`config.mk`:
```
export PLATFORM = sky130hd
export DESIGN_NAME = otter_rf_wb_arbiter
export DESIGN_NICKNAME = d
export VERILOG_FILES = /design/src/rtl/otter_rf_wb_arbiter.sv
export SDC_FILE = /design/constraint.sdc
export NUM_CORES = 1
export LEC_CHECK = 0
export ABC_AREA = 1
export ABC_CLOCK_PERIOD_IN_PS = 3100
export BUFFER_PORTS_ARGS = -buffer_cell sky130_fd_sc_hd__buf_2
export CAP_MARGIN = 20
export CORE_ASPECT_RATIO = 1.2
export CORE_UTILIZATION = 50
export CTS_BUF_LIST = sky130_fd_sc_hd__clkbuf_2 sky130_fd_sc_hd__clkbuf_4 sky130_fd_sc_hd__clkbuf_8
export CTS_CLUSTER_SIZE = 25
export DETAILED_ROUTE_END_ITERATION = 6
export PLACE_DENSITY_LB_ADDON = 0.1
export RECOVER_POWER = 100
export SLEW_MARGIN = 20
export SYNTH_ARGS = -nofsm -noshare
export SYNTH_HDL_FRONTEND = slang
export SYNTH_SLANG_ARGS = --single-unit
```
`constraint.sdc`:
```
create_clock -name clock -period 3.1 [get_ports clock]
set_clock_uncertainty 0.15 [all_clocks]
set_input_delay 0.155 -clock clock [delete_from_list [all_inputs] [get_ports clock]]
set_output_delay 0.155 -clock clock [all_outputs]
set_load 0.05 [all_outputs]
```
`src/rtl/otter_rf_wb_arbiter.sv`:
```
// otter_rf_wb_arbiter
//  Arbitrates the single register-file write port between the pipeline
//  writeback stage (port A, high priority) and long-latency results
//  (port B, buffered in a DEPTH-entry FIFO). Tracks in-flight long ops in a
//  32-bit pending scoreboard and reports read hazards to decode.
//  Optional feature: define OTTER_WB_STARVE_EN to enable the B-starvation
//  counter, which forces a B grant after STARVE_LIMIT lost cycles.
module otter_rf_wb_arbiter #(
    parameter int DEPTH = 2
`ifdef OTTER_WB_STARVE_EN
    , parameter int STARVE_LIMIT = 4
`endif
) (
    input  logic                       clock,
    input  logic                       reset_n,
    input  logic                       stall_in,
    input  logic                       a_valid,
    input  logic [4:0]                 a_rd,
    input  logic [31:0]                a_data,
    output logic                       a_ready,
    input  logic                       b_valid,
    input  logic [4:0]                 b_rd,
    input  logic [31:0]                b_data,
    output logic                       b_ready,
    input  logic                       alloc_valid,
    input  logic [4:0]                 alloc_rd,
    input  logic [4:0]                 chk_rs1,
    input  logic [4:0]                 chk_rs2,
    output logic                       hz1,
    output logic                       hz2,
    output logic                       rf_we,
    output logic [4:0]                 rf_waddr,
    output logic [31:0]                rf_wdata,
    output logic [$clog2(DEPTH):0]     fifo_count,
    output logic [31:0]                pend_vec
);

    localparam int PW = $clog2(DEPTH);
    localparam int CW = $clog2(DEPTH) + 1;
    localparam logic [CW-1:0] FULL_CNT = CW'(DEPTH);

    logic [4:0]    rd_mem_r   [DEPTH];
    logic [31:0]   data_mem_r [DEPTH];
    logic [PW-1:0] wptr_r;
    logic [PW-1:0] rptr_r;
    logic [CW-1:0] count_r;
    logic [31:0]   pend_r;
    logic [31:0]   pend_next_s;

    logic          fifo_empty_s;
    logic          fifo_full_s;
    logic          push_s;
    logic          pop_s;
    logic          grant_a_s;
    logic          grant_b_s;
    logic          forced_b_s;
    logic [4:0]    head_rd_s;
    logic [31:0]   head_data_s;

    assign fifo_empty_s = (count_r == {CW{1'b0}});
    assign fifo_full_s  = (count_r == FULL_CNT);
    assign head_rd_s    = rd_mem_r[rptr_r];
    assign head_data_s  = data_mem_r[rptr_r];
    // b_ready reflects the occupancy before any pop this cycle, so a full
    // FIFO never accepts even while draining.
    assign push_s       = b_valid && b_ready;
    assign pop_s        = grant_b_s;

`ifdef OTTER_WB_STARVE_EN
    localparam int SW = $clog2(STARVE_LIMIT + 1);
    localparam logic [SW-1:0] STARVE_MAX = SW'(STARVE_LIMIT);

    logic [SW-1:0] starve_cnt_r;

    assign forced_b_s = (starve_cnt_r == STARVE_MAX) && !fifo_empty_s;

    // Count cycles the waiting B head loses to A; any pop restarts the count.
    always_ff @(posedge clock or negedge reset_n) begin
        if (!reset_n) begin
            starve_cnt_r <= {SW{1'b0}};
        end else if (pop_s) begin
            starve_cnt_r <= {SW{1'b0}};
        end else if (grant_a_s && !fifo_empty_s && (starve_cnt_r != STARVE_MAX)) begin
            starve_cnt_r <= starve_cnt_r + {{(SW-1){1'b0}}, 1'b1};
        end else begin
            starve_cnt_r <= starve_cnt_r;
        end
    end
`else
    assign forced_b_s = 1'b0;
`endif

    // Grant selection: stall blocks everything, A wins unless B is forced.
    always_comb begin
        grant_a_s = 1'b0;
        grant_b_s = 1'b0;
        if (!reset_n || stall_in) begin
            grant_a_s = 1'b0;
            grant_b_s = 1'b0;
        end else if (a_valid && !forced_b_s) begin
            grant_a_s = 1'b1;
        end else if (!fifo_empty_s) begin
            grant_b_s = 1'b1;
        end else begin
            grant_a_s = 1'b0;
            grant_b_s = 1'b0;
        end
    end

    // Register-file port and handshake outputs follow the granted source.
    always_comb begin
        rf_we    = 1'b0;
        rf_waddr = 5'd0;
        rf_wdata = 32'd0;
        a_ready  = 1'b0;
        if (grant_a_s) begin
            rf_we    = (a_rd != 5'd0);
            rf_waddr = a_rd;
            rf_wdata = a_data;
            a_ready  = 1'b1;
        end else if (grant_b_s) begin
            rf_we    = (head_rd_s != 5'd0);
            rf_waddr = head_rd_s;
            rf_wdata = head_data_s;
        end else begin
            rf_we    = 1'b0;
        end
    end

    assign b_ready    = reset_n && !fifo_full_s;
    assign fifo_count = count_r;
    assign pend_vec   = pend_r;
    assign hz1        = reset_n && pend_r[chk_rs1] && (chk_rs1 != 5'd0);
    assign hz2        = reset_n && pend_r[chk_rs2] && (chk_rs2 != 5'd0);

    // FIFO storage, pointers and occupancy.
    always_ff @(posedge clock or negedge reset_n) begin
        if (!reset_n) begin
            wptr_r  <= {PW{1'b0}};
            rptr_r  <= {PW{1'b0}};
            count_r <= {CW{1'b0}};
            for (int i = 0; i < DEPTH; i++) begin
                rd_mem_r[i]   <= 5'd0;
                data_mem_r[i] <= 32'd0;
            end
        end else begin
            if (push_s) begin
                rd_mem_r[wptr_r]   <= b_rd;
                data_mem_r[wptr_r] <= b_data;
                wptr_r             <= wptr_r + {{(PW-1){1'b0}}, 1'b1};
            end
            if (pop_s) begin
                rptr_r <= rptr_r + {{(PW-1){1'b0}}, 1'b1};
            end
            case ({push_s, pop_s})
                2'b10:   count_r <= count_r + {{(CW-1){1'b0}}, 1'b1};
                2'b01:   count_r <= count_r - {{(CW-1){1'b0}}, 1'b1};
                default: count_r <= count_r;
            endcase
        end
    end

    // Scoreboard update: B-head writes clear, allocations set (set wins).
    always_comb begin
        pend_next_s = pend_r;
        if (grant_b_s && (head_rd_s != 5'd0)) begin
            pend_next_s[head_rd_s] = 1'b0;
        end else begin
            pend_next_s = pend_r;
        end
        if (alloc_valid && (alloc_rd != 5'd0)) begin
            pend_next_s[alloc_rd] = 1'b1;
        end else begin
            pend_next_s[0] = pend_next_s[0];
        end
    end

    // Scoreboard register.
    always_ff @(posedge clock or negedge reset_n) begin
        if (!reset_n) begin
            pend_r <= 32'd0;
        end else begin
            pend_r <= pend_next_s;
        end
    end

endmodule

```
# Word level (Yosys, flattened, before mapping)
# Cells that the tools add are included.
dict set report totals {
  ff_bits 110
  latchBits 0
  ramBits 0
  mem_bits_ro 0
  output_inout_bits 76
  elab_cells 86
  memories 0
}
dict set report classes {
  add_sub_neg 4
  n_mul 0
  div_mod_pow 0
  order_cmp 9
  eq_ne 3
  shift 0
  muxes 36
  n_bitwise 5
  n_reduce_logical 21
}
# cell count
set ops {}
lappend ops {{32-bit 2-to-1 mux} 7}
lappend ops {{64-bit bitwise mux} 1}
lappend ops {{32-bit bitwise AND} 1}
lappend ops {{32-bit demux with 1-bit select} 1}
lappend ops {{32-bit NOT} 1}
lappend ops {{32-bit OR} 1}
lappend ops {{31-bit 2-to-1 mux} 1}
lappend ops {{5-bit 2-to-1 mux} 6}
lappend ops {{5-bit nonzero test} 5}
lappend ops {{5-bit by 6-bit less-than comparator with 1-bit output (second input constant)} 4}
lappend ops {{1-bit 2-to-1 mux} 13}
lappend ops {{1-bit logical AND} 11}
lappend ops {{1-bit binary-select mux with 5-bit select} 2}
lappend ops {{10-bit bitwise mux} 1}
lappend ops {{1-bit demux with 5-bit select} 2}
lappend ops {{5-bit by 1-bit greater-or-equal comparator with 1-bit output (second input constant)} 2}
lappend ops {{5-bit demux with 1-bit select} 1}
lappend ops {{2-bit equality test (second input constant)} 2}
lappend ops {{2-bit greater-or-equal comparator (second input constant)} 2}
lappend ops {{1-bit NOT with 2-bit output} 2}
lappend ops {{2-bit one-hot mux with 2 select lines} 1}
lappend ops {{1-bit adder (second input constant)} 2}
lappend ops {{2-bit by 1-bit adder with 2-bit output (second input constant)} 1}
lappend ops {{2-bit by 1-bit equality test with 1-bit output (second input constant)} 1}
lappend ops {{other kinds (6)} 7}

# Logic depth before layout (Yosys ltp)
# Gate-level depths: netlist of the first run.
dict set report depth {
  depth_word 13
  depth_mapped 12
  ltp_nobuf 10
}

# Worst setup path before layout of the first run
# OpenSTA, ideal clock, no wires.
dict set report synth_timing {
  kind {register to output}
  startpoint {register count_r[1] (netlist: fifo_count[1])}
  endpoint {output port rf_wdata[17]}
  arrival_time_ns 2.552
  setup_slack_ns 0.243
  stages_incl_launch_ff 7
  path_buffers 2
  cell_sequence {dfrtp_1 > inv_1 > a21oi_1 > nand2_1 > buf_6 > clkbuf_1 > o31ai_1}
}
dict set report synth_between {
  elab_chain_cells 6
}
# element line_no
set synth_lines {}
lappend synth_lines {{start: declaration} 46} ;# logic [CW-1:0] count_r;
lappend synth_lines {{start signal: assignment} 141} ;# count_r <= {CW{1'b0}};
lappend synth_lines {{start signal: assignment} 156} ;# 2'b10: count_r <= count_r + {{(CW-1){1'b0}}, 1'b1};
lappend synth_lines {{start signal: assignment} 157} ;# 2'b01: count_r <= count_r - {{(CW-1){1'b0}}, 1'b1};
lappend synth_lines {{2-bit zero test} 60} ;# assign fifo_empty_s = (count_r == {CW{1'b0}});
lappend synth_lines {{1-bit 2-to-1 mux} 102} ;# end else if (!fifo_empty_s) begin
lappend synth_lines {{1-bit 2-to-1 mux} 100} ;# end else if (a_valid && !forced_b_s) begin
lappend synth_lines {{1-bit 2-to-1 mux} 97} ;# if (!reset_n || stall_in) begin
lappend synth_lines {{32-bit 2-to-1 mux} 121} ;# end else if (grant_b_s) begin
lappend synth_lines {{32-bit 2-to-1 mux} 116} ;# if (grant_a_s) begin
lappend synth_lines {{end: declaration} 33} ;# output logic [31:0] rf_wdata,
# Every way passes these cells.

# Final worst setup path of the first run
dict set report layout_timing {
  startpoint {register rptr_r}
  endpoint {output port rf_wdata[16]}
}
dict set report layout_between {
  elab_chain_cells 6
}
# element line_no
set layout_lines {}
lappend layout_lines {{start: declaration} 45} ;# logic [PW-1:0] rptr_r;
lappend layout_lines {{start signal: assignment} 140} ;# rptr_r <= {PW{1'b0}};
lappend layout_lines {{start signal: assignment} 153} ;# rptr_r <= rptr_r + {{(PW-1){1'b0}}, 1'b1};
lappend layout_lines {{1-bit NOT with 2-bit output (not written as such)} 63} ;# assign head_data_s = data_mem_r[rptr_r];
lappend layout_lines {{32-bit 2-to-1 mux (not written as such) (3 in a row)} 63}
lappend layout_lines {{32-bit 2-to-1 mux} 121}
lappend layout_lines {{32-bit 2-to-1 mux} 116}
# Every way passes these cells. The select of a mux whose other input is x is not followed.

==> results of run 1 <==
[flip-flops by register name, summed over array words and instances (netlist names)]
name        count
fifo_count      2
rptr_r          1
rd_mem_r       10
pend_vec       32
wptr_r          1
data_mem_r     64
[routing by layer]
metal | up-vias | routed length (um) | track usage, % | share of wire (%)
met2 | 248 | 8620 | 50.5 | 50
li1 | 2902 | - | - | -
met4 | 2 | 579 | 14.2 | 3.4
met5 | - | 18 | 0 | 0.10
met1 | 2819 | 6950 | 33.8 | 41
met3 | 51 | 997 | 4.53 | 5.8
[worst paths after layout]
kind                            slack, ns  depth (start not counted)           from             end
worst min-delay path                 0.03                          4    alloc_rd[2]     pend_vec[8]
min in group asynchronous            0.25                          3        reset_n  data_mem_r[55]
worst min register to register       0.26                          0    pend_vec[0]     pend_vec[0]
max in group asynchronous            1.20                          4        reset_n          rptr_r
worst max register to register       0.52                          9  fifo_count[0]   fifo_count[1]
worst max-delay path                 0.21                          4         rptr_r    rf_wdata[16]
[layout make-up]
| class | instances | area, sq um |
|---|---|---|
| Clock inverter | 2 | 35.0 |
| Inverter | 96 | 362 |
| Fill cell | 1098 | 4340 |
| Timing Repair Buffer | 218 | 1240 |
| Tap cell | 157 | 196 |
| Clock buffer | 11 | 145 |
| Sequential cell | 110 | 2750 |
| Multi-Input combinational cell | 539 | 2550 |
[worst reg2reg max path, stage by stage (launching register included)]
cell and delay [ns]:
dfrtp_1 0.45, inv_2 0.09, a21oi_1 0.07, nand2_1 0.34, buf_4 0.31, clkinvlp_2 0.26
ha_1 0.38, a21oi_1 0.12, o21ai_0 0.12, xor2_1 0.17
[Yosys cell counts (all sizes together)]
cell type / number
xor2: 2
or2: 6
o21ai: 166
inv: 93
buf: 21
xnor2: 1
clkinv: 3
ha: 1
o31ai: 14
nand3: 55
o211ai: 3
a31oi: 2
a21oi: 5
clkbuf: 17
dfrtp: 110
nor2: 38
nand2: 227
nor4: 1
mux2i: 18
[what timing repair did]
| action | in CTS | in global routing |
|---|---|---|
| hold buffers | 40 | 0 |
| endpoints found under the hold margin | 113 | 0 |
| setup endpoints to repair | 0 | 0 |
[metrics by stage]
step	hold WS, ns	setup slack [ns]	area, sq um
3_3_place_gp	0.111	0.832	6880
6_report	0.0340	0.212	7280
5_1_grt	0.0596	0.120	7280
2_1_floorplan	-0.291	0.243	5980
4_1_cts	0.0155	0.394	7460
3_5_place_dp	0.119	0.720	6880
[report_power, final]
group / leakage, nW / internal [mW] / switching [mW]
Combinational: 2.28 / 0.847 / 2.32
Clock: 0.0945 / 0.391 / 0.448
Sequential: 1.35 / 2.09 / 0.453
[kinds of logic (layout without fill, tap and decap cells)]
group,count (synthesis),count (layout)
fa+ha+maj,1,1
compound gates,190,190
flops,110,110
buf+inv,134,327
xor+xnor,3,3
simple gates,327,327
mux,18,18
==> impl_metrics.toml, run 1 <==
[final_layout]
area_growth_from_synthesis_to_layout_pct = 21.6
utilization_after_layout_pct = 62.6
layout.cells.most_common = "nand2_1"
mostFrequentLayoutCells = "226 x nand2_1, 150 x o21ai_0, 109 x dfrtp_1"
layout-drive-gt1-share_pct = 14.9
final_nets = 1070
antennaDiodeCount = 0
instances_no_fill = 1133

[clocking]
clockRootBuffer = "clkbuf_8"
clkSinkCount = 110
ctsResizeCount = 0
cts_htree_levels = 3
tritoncts = "done"
cts-root-to-sink-buffers = 2
clock_latency_ns = 0.37
postCtsSetupBuffers = 0
path_clk_slew_ns = 0.09
numCtsBuffers = 9

[place]
placed_cells = 1080
post_detailed_placement_half_perimeter_wirelength_um = 12100
gp_routability_congestion = 0.926
buffer_ports.inserted = 170

[run]
maximum_capacitance_violations = 0

[floorplanning]
core_sq_um = 11600
die_width_um = 102
fp-row-count = 43
fp.dieArea_sq_um = 12400
floorplan_die_height_um = 122
effective_utilization_at_floorplan_pct = 51.5
io_pins = 171

[critical_path]
critical_path.endpoint_type = "primary output"
critical_path.max_stage_delay_ns = 0.81
critical_path_class = "reg -> out"
path_delay_family = "buffers and inverters"
worstPathBufferInverterCount = 2
crit_fanout = 32
critical_path_cell_sequence = "clkbuf_2 -> mux2i_1 -> o21ai_0 -> clkbuf_1"
worst_ep_arrival_time_ns = 2.58
critical_path_required_ns = 2.79
critical-path-slowest-cell = "clkbuf_2"
startpoint_type = "flip-flop"

[logic_synthesis]
synthCells = 783
yosysWarnings = 0
yosys_register_bits = 110
synth_sequential_area_ratio_pct = 46.0
yosysUniqueCellTypes = 33
post_syn_area_sq_um = 5980
netlist.area_leader.share_pct = 46.0
synthesis.nets = 879
synth.largest_area_cell = "dfrtp_1"
post_synth_and_or_nand_nor_area_fraction_pct = 22.3
post_synth_fa_ha_maj_area_fraction_pct = 0.209
synth_top_family_by_area = "simple AND/OR/NAND/NOR gates"
avg_inst_size_synth_sq_um = 7.64
synth.mux.area_fraction_pct = 3.01
top_post_synthesis_cells_by_area = "dfrtp_1 46%, nand2_1 14%, o21ai_0 9.5%"
synth_xor_area_share_pct = 0.439
synth_compound_area_share_pct = 18.3

[sta]
tightest_slew_ns = 1.40
unrepaired_setup_endpoints_after_global_routing = "no"
max_slew_margin_pct = 6.40
timing.setup.tns_ns = 0
setup_viol = 0
maxSlewViolCount = 0
fin_crit_sh_pct = 93.2
finalHoldViolCount = 0
shortest_period_the_worst_path_allows_ns = 2.89
max_clock_freq_ghz = 0.346

[power]
cellPowerDensity_nw_per_um2 = 899
ir_drop_v = 0.000449
report.power.total_mw = 6.54
p_leak_nw = 3.72

[global_routing]
grt_pass1_wl_um = 27400
maximum_number_of_pins_on_one_net_before_global_route_repair = 76
grt-ovfl-total = 0
first_global_vias = 5839
grtUsageTotal_pct = 28.7
antenna_found_initial = 1

[drt]
detail_route.vias_per_cell = 5.32
post_drt_wl_per_cell_um = 15.1
drt.antenna.violating_nets = 0
detail_route.drc_violations = 0
initial_drt_markers = 337
vias = 6022
finalWirelength_um = 17200
detailedRoute.firstPassIterationCount = 5

[outcome]
outcome = "finished, final reports clean"

[min_path]
hold_class = "in -> reg"
(Power assumes the default switching activity.)
==> inputs of run 2 (changes only) <==
--- a/config.mk
+++ b/config.mk
@@ -10,7 +10,7 @@
 export BUFFER_PORTS_ARGS = -buffer_cell sky130_fd_sc_hd__buf_2
 export CAP_MARGIN = 20
 export CORE_ASPECT_RATIO = 1.2
-export CORE_UTILIZATION = 50
+export CORE_UTILIZATION = 55
 export CTS_BUF_LIST = sky130_fd_sc_hd__clkbuf_2 sky130_fd_sc_hd__clkbuf_4 sky130_fd_sc_hd__clkbuf_8
 export CTS_CLUSTER_SIZE = 25
 export DETAILED_ROUTE_END_ITERATION = 6
==> run 2 against run 1 <==
  * Cell area is 0.15% higher
  * Sequential cell count stayed put
  * Via count is 0.46% higher
  * Core utilization is 6.3 points higher
  * Clock power is 5.8% higher
  * Fmax is 0.33% higher
  * Non-clock buffer count is 1 lower
  * Sequential power hardly changed
  * Count of clock-buffer cells in the layout stayed put
  * Register-to-register slack better by 0.16 ns
  * Combinational power hardly changed
  * Critical endpoint is now rf_wdata[7]
  * Largest power group unchanged
==> impl_metrics.toml, run 2 (synthesized netlist as in run 1, its figures left out) <==
[drt]
vias = 6050
post_drt_wl_per_cell_um = 15.9
detail_route.drc_violations = 0
drt.antenna.violating_nets = 0
initial_drt_markers = 353
detailedRoute.firstPassIterationCount = 5
detail_route.vias_per_cell = 5.47
finalWirelength_um = 17600

[critical_path]
endpoint = "rf_wdata[7]"
ff2ff_setup_slack_ns = 0.68
r2r_start = "fifo_count[0]"
startpoint = "reset_n"
worst_ep_arrival_time_ns = 2.57
crit_fanout = 30
r2r_end = "data_mem_r[7]"
critical_path_class = "in -> out"
critical_path_required_ns = 2.79
startpoint_type = "input pin"
critical_path.endpoint_type = "primary output"
timing.reg2reg.worst_path_depth = 5

[sta]
maxSlewViolCount = 0
max_clock_freq_ghz = 0.347
max_slew_margin_pct = 14.7
postLayoutSetupSlackWorst_ns = 0.221
unrepaired_setup_endpoints_after_global_routing = "no"
setup_viol = 0
tightest_slew_ns = 1.28
shortest_period_the_worst_path_allows_ns = 2.88
fin_crit_sh_pct = 92.9
finalHoldViolCount = 0
timing.setup.tns_ns = 0

[final_layout]
largest_reg_flops = 64
mostFrequentLayoutCells = "226 x nand2_1, 152 x o21ai_0, 109 x dfrtp_1"
layout-drive-gt1-share_pct = 16.4
final_nets = 1069
top_register = "data_mem_r"
design_area_sq_um = 7290
area_growth_from_synthesis_to_layout_pct = 21.8
layout.cells.most_common = "nand2_1"
instances_no_fill = 1107
antennaDiodeCount = 0

[place]
placed_cells = 1051
placedInstanceArea_sq_um = 6840
buffer_ports.inserted = 170
gp_routability_congestion = 0.899
pre_cts_ws_ns = 0.769
post_detailed_placement_half_perimeter_wirelength_um = 12400

[floorplanning]
effective_utilization_at_floorplan_pct = 56.6
fp.dieArea_sq_um = 11300
fp-row-count = 41
floorplan_die_height_um = 116
die_width_um = 97.2
io_pins = 171
core_sq_um = 10600

[clocking]
clockRootBuffer = "clkbuf_8"
clock_latency_ns = 0.37
postCtsSetupBuffers = 0
cts-root-to-sink-buffers = 2
clkSinkCount = 110
cts_htree_levels = 3
ctsResizeCount = 0
tritoncts = "done"
path_clk_slew_ns = 0.09
numCtsBuffers = 9
holdBufCountCts = 40

[outcome]
outcome = "finished, final reports clean"

[global_routing]
grt-ovfl-total = 0
maximum_number_of_pins_on_one_net_before_global_route_repair = 76
grtUsageTotal_pct = 31.1
first_global_vias = 5798
antenna_found_initial = 0
grt_pass1_wl_um = 27600

[power]
ir_drop_v = 0.000428
cellPowerDensity_nw_per_um2 = 907
report.power.total_mw = 6.61
p_leak_nw = 3.77

[min_path]
hold_class = "in -> reg"
worstHoldStart = "alloc_rd[3]"

[run]
maximum_capacitance_violations = 0
## run 2: changes by cell type in the layout (fill, tap and decap cells not counted), sizes merged
cell	change
clkinv	+4
clkbuf	-2
clkinvlp	-1
buf	+1
## run 2: metal layers
layer  global-route usage, %  vias to the layer above  wire length [um]
li1                        -                     2903                 -
met1                    35.0                     2870              6720
met2                    58.0                      226              9260
met3                    4.13                       51               898
met4                    16.7                        0               682
met5                       0                        -                 0
## run 2: layout make-up
class | instances | area (sq um)
clock buffers | 11 | 151
fillers | 962 | 3280
inverters | 96 | 365
repair buffers | 217 | 1240
flip-flops and latches | 110 | 2750
well taps | 129 | 161
multi-input cells | 539 | 2550
clock inverters | 5 | 57.6
## run 2: stage by stage
stage                     utilization (%)  hold WS [ns]
after CTS                            70.5       0.00224
final                                69.0        0.0180
after global placement               64.7        0.0962
after floorplan                         -        -0.291
after detailed placement             64.7         0.110
after global routing                 69.0        0.0119
## run 2: how the worst min path moves through the flow
stage	endpoint	slack [ns]	depth (start not counted)
4_1_cts	pend_vec[1]	0.002	4
3_3_place_gp	data_mem_r[5]	0.1	2
2_1_floorplan	data_mem_r[0]	-0.29	0
3_5_place_dp	data_mem_r[42]	0.11	2
6_report	pend_vec[1]	0.02	4
5_1_grt	pend_vec[1]	0.01	4
## run 2: where the power goes
group          switching [mW]  internal [mW]  leakage, nW
clock network           0.470          0.418        0.109
logic                    2.34          0.855         2.32
registers               0.444           2.09         1.35
total                    3.25           3.36         3.77
## run 2: worst max-delay path, cell delays in order
cell and delay [ns]:
dlygate4sd3_1 0.52, buf_4 0.12, inv_1 0.12, nor2_1 0.17, nand2_1 0.10, inv_1 0.25
buf_4 0.38, nand2_1 0.11, o31ai_1 0.11, clkbuf_1 0.51
